==> config.mk <==
export PLATFORM = sky130hd
export DESIGN_NAME = sys_arr_ctrl_flat
export DESIGN_NICKNAME = d
export VERILOG_FILES = /design/src/rtl/sys_arr_pkg.sv /design/src/rtl/sys_arr_ctrl_if.sv /design/src/rtl/ctrl_delay_line.sv /design/src/rtl/sys_arr_ctrl.sv /design/src/flat_wrapper.sv
export SDC_FILE = /design/constraint.sdc
export NUM_CORES = 1
export LEC_CHECK = 0
export CAP_MARGIN = 20
export CORE_MARGIN = 4
export CORE_UTILIZATION = 55
export DETAILED_ROUTE_END_ITERATION = 8
export HOLD_SLACK_MARGIN = 0.02
export PLACE_DENSITY = 0.83
export RECOVER_POWER = 100
export SYNTH_ARGS = -nofsm -noshare
export SYNTH_HDL_FRONTEND = slang
export SYNTH_SLANG_ARGS = --single-unit
export TNS_END_PERCENT = 20
==> constraint.sdc <==
create_clock -name clk -period 5.2 [get_ports clk]
set_input_delay 0.78 -clock clk [delete_from_list [all_inputs] [get_ports clk]]
set_output_delay 0.78 -clock clk [all_outputs]
set_load 0.02 [all_outputs]
==> src/rtl/sys_arr_pkg.sv <==
// Shared types and default sizing for the systolic array sequencer.
package sys_arr_pkg;

  localparam int unsigned ARR_SIZE_DEF   = 2;
  localparam int unsigned ADDR_WIDTH_DEF = 8;
  localparam int unsigned CNT_WIDTH_DEF  = 8;
  localparam int unsigned OUT_LAT_DEF    = 3;

  typedef enum logic [2:0] {
    IDLE    = 3'd0,
    LOAD_W  = 3'd1,
    COMPUTE = 3'd2,
    DRAIN   = 3'd3,
    DONE    = 3'd4
  } state_t;

endpackage

==> src/rtl/sys_arr_ctrl_if.sv <==
// Host command interface: job parameters and start in, busy/done status out.
interface sys_arr_ctrl_if
  import sys_arr_pkg::*;
#(
  parameter int unsigned ADDR_WIDTH = ADDR_WIDTH_DEF,
  parameter int unsigned CNT_WIDTH  = CNT_WIDTH_DEF
);
  logic                  start;
  logic [CNT_WIDTH-1:0]  num_rows;
  logic [ADDR_WIDTH-1:0] weight_base;
  logic [ADDR_WIDTH-1:0] data_base;
  logic [ADDR_WIDTH-1:0] out_base;
  logic                  busy;
  logic                  done;

  modport master (
    output start, num_rows, weight_base, data_base, out_base,
    input  busy, done
  );

  modport slave (
    input  start, num_rows, weight_base, data_base, out_base,
    output busy, done
  );
endinterface

==> src/rtl/ctrl_delay_line.sv <==
// 1-bit shift register; pending flags a 1 that has yet to reach q.
module ctrl_delay_line #(
  parameter int unsigned DEPTH = 1
) (
  input  logic clk,
  input  logic reset,
  input  logic d,
  output logic q,
  output logic pending
);
  logic [DEPTH-1:0] sr;

  generate
    if (DEPTH == 1) begin : g_one
      always_ff @(posedge clk) begin
        if (reset) sr <= '0;
        else       sr <= d;
      end
      assign pending = d;
    end else begin : g_multi
      always_ff @(posedge clk) begin
        if (reset) sr <= '0;
        else       sr <= {sr[DEPTH-2:0], d};
      end
      // The output stage is excluded: it is the final cycle of its pulse.
      assign pending = d | (|sr[DEPTH-2:0]);
    end
  endgenerate

  assign q = sr[DEPTH-1];
endmodule

==> src/rtl/sys_arr_ctrl.sv <==
// Job sequencer for the systolic MAC array: weight load, data streaming,
// skewed row enables and per-column output write strobes/addresses.
module sys_arr_ctrl
  import sys_arr_pkg::*;
#(
  parameter int unsigned ARR_SIZE   = ARR_SIZE_DEF,
  parameter int unsigned ADDR_WIDTH = ADDR_WIDTH_DEF,
  parameter int unsigned CNT_WIDTH  = CNT_WIDTH_DEF,
  parameter int unsigned OUT_LAT    = OUT_LAT_DEF
) (
  input  logic                         clk,
  input  logic                         reset,
  sys_arr_ctrl_if.slave                host,
  output logic                         wmem_rd_en,
  output logic [ADDR_WIDTH-1:0]        wmem_addr,
  output logic [ARR_SIZE-1:0]          wwrite,
  output logic                         dmem_rd_en,
  output logic [ADDR_WIDTH-1:0]        dmem_addr,
  output logic                         active,
  output logic [ARR_SIZE-1:0]          row_en,
  output logic [ARR_SIZE-1:0]          out_wr_en,
  output logic [ARR_SIZE*ADDR_WIDTH-1:0] out_addr
);

  state_t                state;
  logic [CNT_WIDTH-1:0]  k_cnt;
  logic [CNT_WIDTH-1:0]  i_cnt;
  logic [CNT_WIDTH-1:0]  n_q;
  logic [ADDR_WIDTH-1:0] wbase_q;
  logic [ADDR_WIDTH-1:0] dbase_q;
  logic                  accept;
  logic                  ww_q;
  logic                  ww_pend;
  logic                  act_pend;
  logic [ARR_SIZE-1:0]   row_pend;
  logic [ARR_SIZE-1:0]   out_pend;
  logic                  drain_empty;

  assign accept      = (state == IDLE) && host.start;
  assign drain_empty = !(ww_pend || act_pend || (|row_pend) || (|out_pend));

  always_ff @(posedge clk) begin
    if (reset) begin
      state   <= IDLE;
      k_cnt   <= '0;
      i_cnt   <= '0;
      n_q     <= '0;
      wbase_q <= '0;
      dbase_q <= '0;
    end else begin
      case (state)
        IDLE: begin
          if (host.start) begin
            state   <= LOAD_W;
            n_q     <= host.num_rows;
            wbase_q <= host.weight_base;
            dbase_q <= host.data_base;
            k_cnt   <= '0;
            i_cnt   <= '0;
          end
        end
        LOAD_W: begin
          if (k_cnt == CNT_WIDTH'(ARR_SIZE - 1)) begin
            k_cnt <= '0;
            state <= (n_q == '0) ? DRAIN : COMPUTE;
          end else begin
            k_cnt <= k_cnt + 1'b1;
          end
        end
        COMPUTE: begin
          // Terminal compare against n_q-1 keeps N = 2^CNT_WIDTH-1 from overflowing.
          if (i_cnt == n_q - 1'b1) begin
            i_cnt <= '0;
            state <= DRAIN;
          end else begin
            i_cnt <= i_cnt + 1'b1;
          end
        end
        DRAIN: begin
          if (drain_empty) state <= DONE;
        end
        DONE:    state <= IDLE;
        default: state <= IDLE;
      endcase
    end
  end

  assign host.busy  = (state != IDLE);
  assign host.done  = (state == DONE);
  assign wmem_rd_en = (state == LOAD_W);
  assign dmem_rd_en = (state == COMPUTE);
  assign wmem_addr  = wbase_q + ADDR_WIDTH'(k_cnt);
  assign dmem_addr  = dbase_q + ADDR_WIDTH'(i_cnt);

  ctrl_delay_line #(.DEPTH(1)) u_ww_dl (
    .clk(clk), .reset(reset), .d(wmem_rd_en), .q(ww_q), .pending(ww_pend)
  );
  assign wwrite = {ARR_SIZE{ww_q}};

  ctrl_delay_line #(.DEPTH(1)) u_act_dl (
    .clk(clk), .reset(reset), .d(dmem_rd_en), .q(active), .pending(act_pend)
  );

  assign row_en[0]   = active;
  assign row_pend[0] = 1'b0;

  generate
    for (genvar r = 1; r < ARR_SIZE; r++) begin : g_row
      ctrl_delay_line #(.DEPTH(r)) u_row_dl (
        .clk(clk), .reset(reset), .d(active), .q(row_en[r]), .pending(row_pend[r])
      );
    end

    for (genvar c = 0; c < ARR_SIZE; c++) begin : g_col
      logic [ADDR_WIDTH-1:0] addr_q;

      ctrl_delay_line #(.DEPTH(OUT_LAT + c)) u_out_dl (
        .clk(clk), .reset(reset), .d(active), .q(out_wr_en[c]), .pending(out_pend[c])
      );

      always_ff @(posedge clk) begin
        if (reset)             addr_q <= '0;
        else if (accept)       addr_q <= host.out_base;
        else if (out_wr_en[c]) addr_q <= addr_q + 1'b1;
      end

      assign out_addr[c*ADDR_WIDTH +: ADDR_WIDTH] = addr_q;
    end
  endgenerate

endmodule

==> src/flat_wrapper.sv <==
// flat-port wrapper written by rule: the top's interface ports become plain ports
module sys_arr_ctrl_flat import sys_arr_pkg::*;
#(
  parameter int unsigned ARR_SIZE   = ARR_SIZE_DEF,
  parameter int unsigned ADDR_WIDTH = ADDR_WIDTH_DEF,
  parameter int unsigned CNT_WIDTH  = CNT_WIDTH_DEF,
  parameter int unsigned OUT_LAT    = OUT_LAT_DEF
)
  (clk, reset, wmem_rd_en, wmem_addr, wwrite, dmem_rd_en, dmem_addr, active, row_en, out_wr_en, out_addr, host_start, host_num_rows, host_weight_base, host_data_base, host_out_base, host_busy, host_done);
  sys_arr_ctrl_if #(.ADDR_WIDTH(ADDR_WIDTH), .CNT_WIDTH(CNT_WIDTH)) host_i ();
  input  logic clk;
  input  logic reset;
  output logic wmem_rd_en;
  output logic [ADDR_WIDTH-1:0] wmem_addr;
  output logic [ARR_SIZE-1:0] wwrite;
  output logic dmem_rd_en;
  output logic [ADDR_WIDTH-1:0] dmem_addr;
  output logic active;
  output logic [ARR_SIZE-1:0] row_en;
  output logic [ARR_SIZE-1:0] out_wr_en;
  output logic [ARR_SIZE*ADDR_WIDTH-1:0] out_addr;
  input wire logic [$bits(host_i.start)-1:0] host_start;
  input wire logic [$bits(host_i.num_rows)-1:0] host_num_rows;
  input wire logic [$bits(host_i.weight_base)-1:0] host_weight_base;
  input wire logic [$bits(host_i.data_base)-1:0] host_data_base;
  input wire logic [$bits(host_i.out_base)-1:0] host_out_base;
  output wire logic [$bits(host_i.busy)-1:0] host_busy;
  output wire logic [$bits(host_i.done)-1:0] host_done;
  assign host_i.start = host_start;
  assign host_i.num_rows = host_num_rows;
  assign host_i.weight_base = host_weight_base;
  assign host_i.data_base = host_data_base;
  assign host_i.out_base = host_out_base;
  assign host_busy = host_i.busy;
  assign host_done = host_i.done;
  sys_arr_ctrl #(.ARR_SIZE(ARR_SIZE), .ADDR_WIDTH(ADDR_WIDTH), .CNT_WIDTH(CNT_WIDTH), .OUT_LAT(OUT_LAT)) u_core (.clk(clk), .reset(reset), .host(host_i), .wmem_rd_en(wmem_rd_en), .wmem_addr(wmem_addr), .wwrite(wwrite), .dmem_rd_en(dmem_rd_en), .dmem_addr(dmem_addr), .active(active), .row_en(row_en), .out_wr_en(out_wr_en), .out_addr(out_addr));
endmodule
==> impl_metrics.tcl <==
set metrics [dict create \
    slowest_stage "dlygate4sd3_1" \
    path_cells "ha_1 > inv_1 > fa_1 > nor2b_1 > o21ai_0 > a21boi_0 > o21a_1 > nor2_1 > xnor2_1 > dlygate4sd3_1" \
    dp_hpwl_mm 5.77 \
    synthArstFlopShare_pct 0 \
    io_buffers 77 \
    ys_ff_latch 65 \
    grt.total_usage_pct 21.1 \
    p_switching_uw 685 \
    cts_max_level 3 \
    syn_to_final_growth_pct 28.1 \
    synth_largest_area_cell "dfxtp_1" \
    synthFlopType "dfxtp_1" \
    seq_power_share_pct 34.8 \
    first_global_vias 2947 \
    final_max_slew_viol_count 53 \
    synth-simple-area-share_pct 21.8 \
    clock_latency_ns 0.34 \
    clock_skew_ns 0.00845 \
    avgSynthCellArea_um2 8.27 \
    setup_viol 0 \
    drc 0 \
    synth_top_family_by_area "simple AND/OR/NAND/NOR gates" \
    synth_xor_area_share_pct 9.31 \
    grt_antenna_before_repair 0 \
    combPwrFrac_pct 36.5 \
    hold_start "u_core.wbase_q[0]$_SDFFE_PP0P_" \
    maxCapViolCount 1 \
    cts_tree "done" \
    critPathBufInv 2 \
    pin_count 78 \
    synth_cells 432 \
    cts_buffer_depth 2 \
    critPathCaptureType "output pin" \
    cp_top_family "buffers and inverters" \
    worstSetupStartpoint "u_core.k_cnt[0]$_SDFFE_PP0P_" \
    avgRoutedWirePerCell_um 13.9 \
    mappedNetlistArea_um2 3570 \
    dpl_cell_area_um2 4320 \
    synth_seq_area_share_pct 36.4 \
    tightest_slew_ns 2.25 \
    final.fill_count 467 \
    diodes 0 \
    total_power_mw 1.93 \
    rsz0062_at_grt "false" \
    reg2reg_from "u_core.state[0]$_SDFFE_PP0P_" \
    avgViaCountPerCell 5.46 \
    min_period_ns 3.76 \
    cp.depth 10 \
    cp_max_fo 6 \
    fin_nets 554 \
    fmax_ghz 0.266 \
    ctsResizeCount 0 \
    synthMuxAreaShare_pct 0.560 \
    internal_power_mw 1.24 \
    syn-num-nets 489 \
    worstPathArrival_ns 2.98 \
    synth_top_cells_by_area "dfxtp_1 36%, a21oi_1 7.3%, ha_1 7.0%, nand2_1 6.9%, xnor2_1 6.1%" \
    initialDrtViolationCount 181 \
    die-area_um2 7850 \
    placementRows 29 \
    core_um2 6310 \
    synth_compound_area_share_pct 18.5 \
    cellLeakagePower_nw 1.89 \
    place_congestion 0.820 \
    cts_buffers 9 \
    layout_common_cells "66 x nand2_1, 65 x dfxtp_1, 52 x a21oi_1, 43 x dlygate4sd3_1, 35 x nor2_1" \
    period_share_pct 72.4 \
    start_kind "flop" \
    die_x_um 88.6 \
    p_per_area_nw_per_um2 421 \
    whs_path_depth 2 \
    grt_first_pass_wirelength_mm 13.1 \
    wl_mm 8.05 \
    hold_ws_ns 0.465 \
    yosysTopAreaCellShare_pct 36.4 \
    grt_overflow_total 0 \
    finalInstanceArea_um2 4580 \
    crit_type "flop to output pin" \
    outcome "complete, but fails checks" \
    vdd_ir_drop_max_v 0.000303 \
    tns_ns 0 \
    synthDistinctLibCells 49 \
    layout_commonest_cell "nand2_1" \
    synth-edff-count 0 \
    path_clk_slew_ns 0.07 \
    cts.sinks 65 \
    clockRootBuffer "clkbuf_8" \
    dr.pass1.iters 4 \
    initial_utilization_pct 56.6 \
    grt_max_degree 53 \
    p_clk_share_pct 28.7 \
    cp.required_ns 4.42 \
    slew_headroom_pct -50.0 \
    switching_share_pct 35.6 \
    ff2ff_path_depth 6 \
    holdBufCountCts 0 \
    cts_setup_buffers 0 \
    max_stage_delay_ns 0.70 \
    ys.warnings.count 0 \
    violations "capacitance limit, slew limit" \
    layout-drive-gt1-share_pct 4.58 \
    hold_class "flop to flop" \
    hold_violations 0 \
    die_h_um 88.6 \
    final_antenna_net_count 0 \
    dr_total_vias 3160 \
    synth_fa_ha_area_share_pct 8.12 \
]
## stage by stage
step	setup slack (ns)	std cells	util, %
floorplan	2.49	432	-
global placement	2.00	563	68.5
detailed placement	1.87	563	68.5
CTS	1.47	579	72.6
global route	1.21	579	72.5
finish	1.44	579	72.5
## cells by family after synthesis
logic type / after synthesis
xor+xnor: 38
fa+ha+maj: 22
compound gates: 100
flops: 65
simple gates: 163
buf+inv: 42
mux: 2
## sequential cells by signal, summed over array words and instances (netlist names)
register,flops
u_core.n_q,8
u_core.dbase_q,8
u_core.u_act_dl.q,1
u_core.wbase_q,8
u_core.state,3
u_core.u_ww_dl.q,1
u_core.g_col.u_out_dl.sr,4
u_core.k_cnt,8
u_core.g_col.addr_q,16
u_core.i_cnt,8
## worst register-to-register path, stage by stage, from the launching register on
cell and delay [ns]:
dfxtp_1 0.37, or2_1 0.28, nor2_1 0.16, and2_0 1.09, nor2_1 0.40, o21ai_0 0.33, a21oi_1 0.10
## cell type report
class	count	area [um^2]	share of cell area, %
multi-input combinational	325	2080	45.4
sequential	65	1300	28.4
timing repair buffer	78	772	16.9
clock buffer	12	165	3.61
clock inverter	4	97.6	2.13
tap	77	96.3	2.10
inverter	18	67.6	1.48
## synthesized netlist by cell type (2+ instances only)
| cell type | n |
|---|---|
| nor3b_2 | 2 |
| inv_1 | 18 |
| or3_1 | 3 |
| a21boi_0 | 2 |
| nor3b_1 | 4 |
| nor3_1 | 6 |
| xor2_1 | 13 |
| clkbuf_1 | 15 |
| nand4_1 | 3 |
| and3_1 | 5 |
| nand2b_1 | 3 |
| dfxtp_1 | 65 |
| o21ai_1 | 5 |
| nor2_1 | 35 |
| o21a_1 | 3 |
| a21o_1 | 6 |
| nor4_1 | 3 |
| nand3_1 | 13 |
| nor2b_1 | 11 |
| fa_1 | 2 |
| nand2_1 | 66 |
| buf_4 | 6 |
| a31oi_1 | 3 |
| o21bai_1 | 10 |
| xnor2_1 | 25 |
| o21ai_0 | 6 |
| ha_1 | 20 |
| a211o_1 | 2 |
| mux2i_1 | 2 |
| buf_2 | 2 |
| a21oi_1 | 52 |
| or3b_1 | 4 |
## metal layers
layer  vias up  part of all wire (%)  global-route usage (%)
met4         0                   1.5                    6.59
met5         -                     0                       0
met3        13                   6.6                    5.31
met2        94                    48                    36.1
li1       1600                     -                       -
met1      1453                    43                    25.9
## final timing paths
kind,end,slack (ns)
min reg2reg,u_core.wbase_q[0]$_SDFFE_PP0P_,0.46
max,wmem_addr[6],1.44
min,u_core.wbase_q[0]$_SDFFE_PP0P_,0.46
max reg2reg,u_core.k_cnt[3]$_SDFFE_PP0P_,2.27
## power by group through the flow
stage               Combinational, mW  Sequential (mW)  Clock [mW]
global route                    0.774            0.685       0.580
floorplan                       0.457            0.700           0
detailed placement              0.733            0.682           0
global placement                0.716            0.678           0
finish                          0.703            0.671       0.552
CTS                             0.739            0.672       0.558
No activity file was read; power rests on OpenSTA's default activity.
